<file path="src/rtl/shifter8_seq_pkg.sv">
// -----------------------------------------------------------------------------
// shifter8_pkg
// Shared constants for the shifter8 sequencer:
//   - shifter8 opcodes (what the controller drives on sh_op)
//   - requester command ops (what arrives on cmd_op)
//   - sequencer FSM state encodings
//   - MAX_CHUNK: the most bit positions shifter8 moves in one cycle
// Also provides cmd_to_sh_op(), which maps a command op to a shifter opcode.
// -----------------------------------------------------------------------------
package shifter8_pkg;

  // shifter8 opcodes
  localparam logic [2:0] SH_NOP  = 3'b000;
  localparam logic [2:0] SH_LOAD = 3'b001;
  localparam logic [2:0] SH_LSL  = 3'b010;
  localparam logic [2:0] SH_LSR  = 3'b011;
  localparam logic [2:0] SH_ASR  = 3'b100;

  // requester command ops
  localparam logic [1:0] CMD_LSL = 2'b00;
  localparam logic [1:0] CMD_LSR = 2'b01;
  localparam logic [1:0] CMD_ASR = 2'b10;
  localparam logic [1:0] CMD_RSV = 2'b11;

  // sequencer FSM states
  typedef logic [1:0] state_t;
  localparam state_t ST_IDLE  = 2'd0;
  localparam state_t ST_LOAD  = 2'd1;
  localparam state_t ST_SHIFT = 2'd2;
  localparam state_t ST_DONE  = 2'd3;

  localparam int MAX_CHUNK = 32'sd3;

  // Reserved ops map to NOP; the FSM never reaches SHIFT with one.
  function automatic logic [2:0] cmd_to_sh_op(input logic [1:0] op);
    logic [2:0] res;
    case (op)
      CMD_LSL: res = SH_LSL;
      CMD_LSR: res = SH_LSR;
      CMD_ASR: res = SH_ASR;
      default: res = SH_NOP;
    endcase
    return res;
  endfunction

endpackage

</file>
<file path="src/rtl/shifter8_seq_if.sv">
// -----------------------------------------------------------------------------
// shifter8_seq_if
// Requester-side bus of the shifter8 sequencer: the command handshake
// (cmd_valid/cmd_ready with cmd_op/cmd_amt/cmd_data) and the result
// handshake (res_valid/res_ready with res_data).
//   master  : the requester (drives commands, accepts results)
//   slave   : the sequencer (accepts commands, returns results)
// Parameter AMT_W: width of cmd_amt.
// -----------------------------------------------------------------------------
interface shifter8_seq_if #(
  parameter int AMT_W = 4
);

  logic             cmd_valid;
  logic             cmd_ready;
  logic [1:0]       cmd_op;
  logic [AMT_W-1:0] cmd_amt;
  logic [7:0]       cmd_data;
  logic             res_valid;
  logic             res_ready;
  logic [7:0]       res_data;

  modport master (
    output cmd_valid, cmd_op, cmd_amt, cmd_data, res_ready,
    input  cmd_ready, res_valid, res_data
  );

  modport slave (
    input  cmd_valid, cmd_op, cmd_amt, cmd_data, res_ready,
    output cmd_ready, res_valid, res_data
  );

endinterface

</file>
<file path="src/rtl/shifter8_seq.sv">
// -----------------------------------------------------------------------------
// shifter8_seq
// Sequencer that performs an arbitrary-amount 8-bit shift using the shifter8
// datapath, which moves at most MAX_CHUNK (3) positions per cycle. A command
// is latched in IDLE, the operand is loaded into the shifter, chunked shift
// ops are issued (3,3,...,remainder) and the shifter's registered output is
// handed back on the result handshake.
//
// Ports:
//   clk       clock, all state updates on the rising edge
//   reset     asynchronous, active-high reset
//   req       shifter8_seq_if.slave: cmd_* command handshake, res_* result
//   busy      high in every state except IDLE
//   sh_op     shifter opcode (NOP/LOAD/LSL/LSR/ASR)
//   sh_shamt  shifter shift amount, 0..3
//   sh_d_in   shifter load data
//   sh_d_out  shifter registered output (returned as res_data)
//
// Parameter AMT_W: width of the requested amount (max 2^AMT_W-1).
//
// Build option SHIFTER8_SEQ_CLAMP_EN: when defined, the latched amount is
// clamped to 8. An 8-bit shift by 8 or more already saturates, so the result
// is unchanged and only the number of SHIFT cycles drops.
// -----------------------------------------------------------------------------
module shifter8_seq
  import shifter8_pkg::*;
#(
  parameter int AMT_W = 4
) (
  input  logic                clk,
  input  logic                reset,
  shifter8_seq_if.slave       req,
  output logic                busy,
  output logic [2:0]          sh_op,
  output logic [1:0]          sh_shamt,
  output logic [7:0]          sh_d_in,
  input  logic [7:0]          sh_d_out
);

  // Size of the next shift chunk: MAX_CHUNK or the remainder, whichever is less.
  function automatic logic [1:0] chunk_of(input logic [AMT_W-1:0] rem);
    logic [1:0] res;
    if (int'(rem) > MAX_CHUNK) begin
      res = 2'(MAX_CHUNK);
    end else begin
      res = 2'(rem);
    end
    return res;
  endfunction

  state_t           state_r;
  state_t           state_next_s;
  logic [AMT_W-1:0] rem_r;
  logic [AMT_W-1:0] rem_next_s;
  logic [1:0]       op_r;
  logic [1:0]       op_next_s;
  logic [7:0]       data_r;
  logic [7:0]       data_next_s;
  logic [AMT_W-1:0] amt_in_s;
  logic [1:0]       chunk_s;

  logic [2:0]       sh_op_s;
  logic [1:0]       sh_shamt_s;
  logic [7:0]       sh_d_in_s;

  logic [2:0]       sh_op_r;
  logic [1:0]       sh_shamt_r;
  logic [7:0]       sh_d_in_r;
  logic             cmd_ready_r;
  logic             res_valid_r;
  logic             busy_r;

  // Amount captured on acceptance, optionally clamped to 8.
  always_comb begin
`ifdef SHIFTER8_SEQ_CLAMP_EN
    if (int'(req.cmd_amt) > 32'sd8) begin
      amt_in_s = AMT_W'(8);
    end else begin
      amt_in_s = req.cmd_amt;
    end
`else
    amt_in_s = req.cmd_amt;
`endif
  end

  // Chunk issued in the current SHIFT cycle.
  always_comb begin
    chunk_s = chunk_of(rem_r);
  end

  // Next-state and command-latch logic.
  always_comb begin
    state_next_s = state_r;
    rem_next_s   = rem_r;
    op_next_s    = op_r;
    data_next_s  = data_r;
    case (state_r)
      ST_IDLE: begin
        if (req.cmd_valid) begin
          state_next_s = ST_LOAD;
          rem_next_s   = amt_in_s;
          op_next_s    = req.cmd_op;
          data_next_s  = req.cmd_data;
        end else begin
          state_next_s = ST_IDLE;
        end
      end
      ST_LOAD: begin
        // Reserved op returns the loaded operand untouched.
        if ((rem_r == {AMT_W{1'b0}}) || (op_r == CMD_RSV)) begin
          state_next_s = ST_DONE;
        end else begin
          state_next_s = ST_SHIFT;
        end
      end
      ST_SHIFT: begin
        rem_next_s = rem_r - AMT_W'(chunk_s);
        if (AMT_W'(chunk_s) == rem_r) begin
          state_next_s = ST_DONE;
        end else begin
          state_next_s = ST_SHIFT;
        end
      end
      ST_DONE: begin
        if (req.res_ready) begin
          state_next_s = ST_IDLE;
        end else begin
          state_next_s = ST_DONE;
        end
      end
      default: begin
        state_next_s = ST_IDLE;
      end
    endcase
  end

  // Shifter controls for the state being entered; registered below so the
  // outputs line up with the state register.
  always_comb begin
    sh_op_s    = SH_NOP;
    sh_shamt_s = 2'd0;
    sh_d_in_s  = 8'd0;
    case (state_next_s)
      ST_LOAD: begin
        sh_op_s   = SH_LOAD;
        sh_d_in_s = data_next_s;
      end
      ST_SHIFT: begin
        sh_op_s    = cmd_to_sh_op(op_next_s);
        sh_shamt_s = chunk_of(rem_next_s);
      end
      default: begin
        sh_op_s = SH_NOP;
      end
    endcase
  end

  // FSM state and latched command.
  always_ff @(posedge clk or posedge reset) begin
    if (reset) begin
      state_r <= ST_IDLE;
      rem_r   <= {AMT_W{1'b0}};
      op_r    <= CMD_LSL;
      data_r  <= 8'd0;
    end else begin
      state_r <= state_next_s;
      rem_r   <= rem_next_s;
      op_r    <= op_next_s;
      data_r  <= data_next_s;
    end
  end

  // Registered outputs.
  always_ff @(posedge clk or posedge reset) begin
    if (reset) begin
      sh_op_r     <= SH_NOP;
      sh_shamt_r  <= 2'd0;
      sh_d_in_r   <= 8'd0;
      cmd_ready_r <= 1'b1;
      res_valid_r <= 1'b0;
      busy_r      <= 1'b0;
    end else begin
      sh_op_r     <= sh_op_s;
      sh_shamt_r  <= sh_shamt_s;
      sh_d_in_r   <= sh_d_in_s;
      cmd_ready_r <= (state_next_s == ST_IDLE);
      res_valid_r <= (state_next_s == ST_DONE);
      busy_r      <= (state_next_s != ST_IDLE);
    end
  end

  assign sh_op         = sh_op_r;
  assign sh_shamt      = sh_shamt_r;
  assign sh_d_in       = sh_d_in_r;
  assign busy          = busy_r;
  assign req.cmd_ready = cmd_ready_r;
  assign req.res_valid = res_valid_r;
  // Shifter sees NOP in DONE, so this is stable while res_valid is high.
  assign req.res_data  = sh_d_out;

endmodule

</file>
<file path="src/flat_wrapper.sv">
// flat-port wrapper written by rule: the top's interface ports become plain ports
module shifter8_seq_flat import shifter8_pkg::*;
#(
  parameter int AMT_W = 4
)
  (clk, reset, busy, sh_op, sh_shamt, sh_d_in, sh_d_out, req_cmd_valid, req_cmd_op, req_cmd_amt, req_cmd_data, req_res_ready, req_cmd_ready, req_res_valid, req_res_data);
  shifter8_seq_if #(.AMT_W(AMT_W)) req_i ();
  input  logic clk;
  input  logic reset;
  output logic busy;
  output logic [2:0] sh_op;
  output logic [1:0] sh_shamt;
  output logic [7:0] sh_d_in;
  input  logic [7:0] sh_d_out;
  input wire logic [$bits(req_i.cmd_valid)-1:0] req_cmd_valid;
  input wire logic [$bits(req_i.cmd_op)-1:0] req_cmd_op;
  input wire logic [$bits(req_i.cmd_amt)-1:0] req_cmd_amt;
  input wire logic [$bits(req_i.cmd_data)-1:0] req_cmd_data;
  input wire logic [$bits(req_i.res_ready)-1:0] req_res_ready;
  output wire logic [$bits(req_i.cmd_ready)-1:0] req_cmd_ready;
  output wire logic [$bits(req_i.res_valid)-1:0] req_res_valid;
  output wire logic [$bits(req_i.res_data)-1:0] req_res_data;
  assign req_i.cmd_valid = req_cmd_valid;
  assign req_i.cmd_op = req_cmd_op;
  assign req_i.cmd_amt = req_cmd_amt;
  assign req_i.cmd_data = req_cmd_data;
  assign req_i.res_ready = req_res_ready;
  assign req_cmd_ready = req_i.cmd_ready;
  assign req_res_valid = req_i.res_valid;
  assign req_res_data = req_i.res_data;
  shifter8_seq #(.AMT_W(AMT_W)) u_core (.clk(clk), .reset(reset), .req(req_i), .busy(busy), .sh_op(sh_op), .sh_shamt(sh_shamt), .sh_d_in(sh_d_in), .sh_d_out(sh_d_out));
endmodule
</file>
<file path="config.mk">
export PLATFORM = sky130hd
export DESIGN_NAME = shifter8_seq_flat
export DESIGN_NICKNAME = d
export VERILOG_FILES = /design/src/rtl/shifter8_seq_pkg.sv /design/src/rtl/shifter8_seq_if.sv /design/src/rtl/shifter8_seq.sv /design/src/flat_wrapper.sv
export SDC_FILE = /design/constraint.sdc
export NUM_CORES = 1
export LEC_CHECK = 0
export BUFFER_PORTS_ARGS = -buffer_cell sky130_fd_sc_hd__buf_4
export CORE_ASPECT_RATIO = 0.6
export CORE_MARGIN = 4
export CORE_UTILIZATION = 39
export DETAILED_ROUTE_END_ITERATION = 6
export MAX_ROUTING_LAYER = met4
export PLACE_DENSITY = 0.79
export SYNTH_ARGS = -nofsm -noshare
export SYNTH_HDL_FRONTEND = slang
export SYNTH_SLANG_ARGS = --single-unit
</file>
<file path="constraint.sdc">
create_clock -name clk -period 1.96 [get_ports clk]
set_input_delay 0.392 -clock clk [delete_from_list [all_inputs] [get_ports clk]]
set_output_delay 0.392 -clock clk [all_outputs]
set_load 0.01 [all_outputs]
</file>
==> metrics.txt <==
clock skew 8.50 ps; wire per inst 14.5 um; Leak 0.900 nW; Setup-failing EPs final 0; setup total negative slack 0 ps; CTS tree done; post-route insts no fill 201; vias approximately 1000; placed cell count roughly 190; worst skew pair latency about 270 ps; most frequent cell on the critical path a21oi_2; Residual DRC 0; fin. max-slew vios 0; final core utilization 0.547; final WL 2910 um; total power after layout 3.02 mW; Post-synth ARST share 1.00; CP Max Fanout 3; total gr overflow 0; Worst EP required 2150 ps; FP Rows 16; Worst Tran Pin Value 541 ps; Core ar. 3380 um^2; clock sinks 32; syn nets 147; Area Growth Syn to Fin 30.1%; CP peak stage delay approximately 540 ps; top post-synthesis cells by area dfrtp_1 55%, mux2_2 7.1%, ha_1 4.4%; crit path capture type flop; Root Driver clkbuf_8; Post-synth EDFFs 0; ys flop type dfrtp_1; Worst-path clk slew 70 ps; worst-path cell with the longest stage delay or4_4; initial antenna violation count 0; RSZ-0062 raised after global routing yes; launching element type of the critical path flop; HP Class primary input to asynchronous set/reset pin; H-tree depth 2; dpl ws around 36 ps; critical path type flop to flop; Synthesis Warnings 0; First DRT Iteration DRCs 41; Avg Inst Size Synth between 10 and 15 um^2; final setup margin roughly 29 ps; synthesized area 1420 um^2; number of global-route vias before repair approximately 970; Final ANT Viol Nets 0; Synth cell types 32; vias per cell 4.89; DR pass1 iterations 4; critical path, cell by cell or4_4 -> a21oi_2 -> a21oi_2 -> o21a_1 -> ha_4 -> nand2_1 -> nor3_2; layout cells sized above 1 0.468; width of the chip 86.0 um; count leader, synth dfrtp_1; Post-synth top cells 31 x dfrtp_1, 10 x inv_1, 9 x mux2_2; Ports 50; fmax 518 MHz; n_diodes 0; pin count of the biggest net entering global routing 20; Worst Setup SP u_core.rem_r[3]; first-pass GRT wire length 4690 um; Gate Count Post-Synth 116; initial core utilization 0.420; PortBufs 33; top-area cell type share of the netlist area 0.545; post-DP HPWL approximately 2200 um; CP delay by family, top simple AND/OR/NAND/NOR gates; Slew Limit Headroom 0.635; WP depth 7; worst reg2reg startpoint u_core.rem_r[3]; die span in y 54.8 um; PwrDens between 1500 and 2000 nW/um^2; Nets 186; clk buf depth 2; register area share after synthesis 0.564; status finished, final reports clean; Final Hold Viols 0; Die ar. 4710 um^2; minimum clock period after layout about 1900 ps; routability cong. 0.965; post-synth top area cell dfrtp_1; Max Cap Viol 0; Yosys reg bits 32; CTS Buf Count 5; Tot GR Track Use 0.143; CP bufs+invs 0; critical path arrival 2120 ps; crit share post-route 0.985; r2r worst-path depth 7; maximum VDD drop 0.765 mV
## layout make-up
type	count	area [um^2]
clock buffer	8	90.1
fill	293	1530
inverter	11	41.3
multi-input combinational	62	526
sequential	32	802
tap	45	56.3
timing repair buffer	43	335
## sequential cells by signal (all words and copies together), names as in the netlist
name and cells:
u_core.state_r 2, u_core.req.res_valid 1, u_core.sh_d_in 8, u_core.op_r 2, u_core.sh_shamt 2, u_core.data_r 8, u_core.sh_op 3, u_core.rem_r 4
u_core.busy 1, u_core.req.cmd_ready 1
## stage by stage
| step | hold WS (ps) | cell area (um^2) |
|---|---|---|
| detailed placement | 478 | 1690 |
| global placement | 466 | 1690 |
| CTS | 178 | 1790 |
| finish | 166 | 1850 |
| floorplan | 466 | 1420 |
| global route | 214 | 1850 |
## metal layers
layer  share of wire  global-route usage  vias to the layer above
li1                -                   -                      456
met1            0.44               0.164                      489
met2            0.48               0.223                       34
met3           0.072              0.0662                        4
met4          0.0093              0.0553                        0
met5               0                   -                        -
## path summary, 6_finish.rpt
check | slack (ps) | to
min reg2reg | 490 | u_core.data_r[1]
min | 170 | u_core.op_r[0]
max in group asynchronous | 1300 | u_core.data_r[1]
min in group clk | 350 | u_core.rem_r[2]
max | 30 | u_core.sh_op[2]
max reg2reg | 30 | u_core.sh_op[2]
## layout by cell type (no fill, tap or decap), drive strengths merged, types with 2 or more instances in the layout
| cell | synthesis | layout |
|---|---|---|
| a221oi | 2 | 2 |
| and2 | 8 | 8 |
| buf | 11 | 43 |
| nand2 | 6 | 6 |
| mux2 | 9 | 9 |
| o21ai | 4 | 4 |
| nand2b | 2 | 2 |
| a21oi | 4 | 4 |
| nor2 | 4 | 4 |
| a31oi | 2 | 2 |
| dfrtp | 31 | 31 |
| clkbuf | 0 | 8 |
| nor3 | 2 | 2 |
| inv | 11 | 11 |
| ha | 5 | 5 |
## kinds of logic after synthesis
| family | count (synthesis) | share of synthesized area |
|---|---|---|
| flip-flops | 32 | 0.564 |
| AO/OA/AOI/OAI | 17 | 0.0968 |
| adder cells (fa/ha/maj) | 5 | 0.0440 |
| AND/OR/NAND/NOR | 30 | 0.122 |
| buffers and inverters | 22 | 0.0950 |
| multiplexers | 10 | 0.0783 |
## where the power goes
part	leakage, nW	total [mW]	internal (mW)	switching [mW]
clock network	0.0455	0.504	0.286	0.218
logic	0.455	1.41	0.693	0.713
registers	0.400	1.11	0.946	0.164
## what timing repair did
| action | in CTS | in global routing |
|---|---|---|
| setup endpoints to repair | 1 | 14 |
| gates resized for setup | 1 | 8 |
| hold buffers | 0 | 0 |
| pin swaps | 0 | 2 |
| buffers inserted | 0 | 4 |
| endpoints found under the hold margin | 0 | 0 |
(Power assumes the default switching activity.)
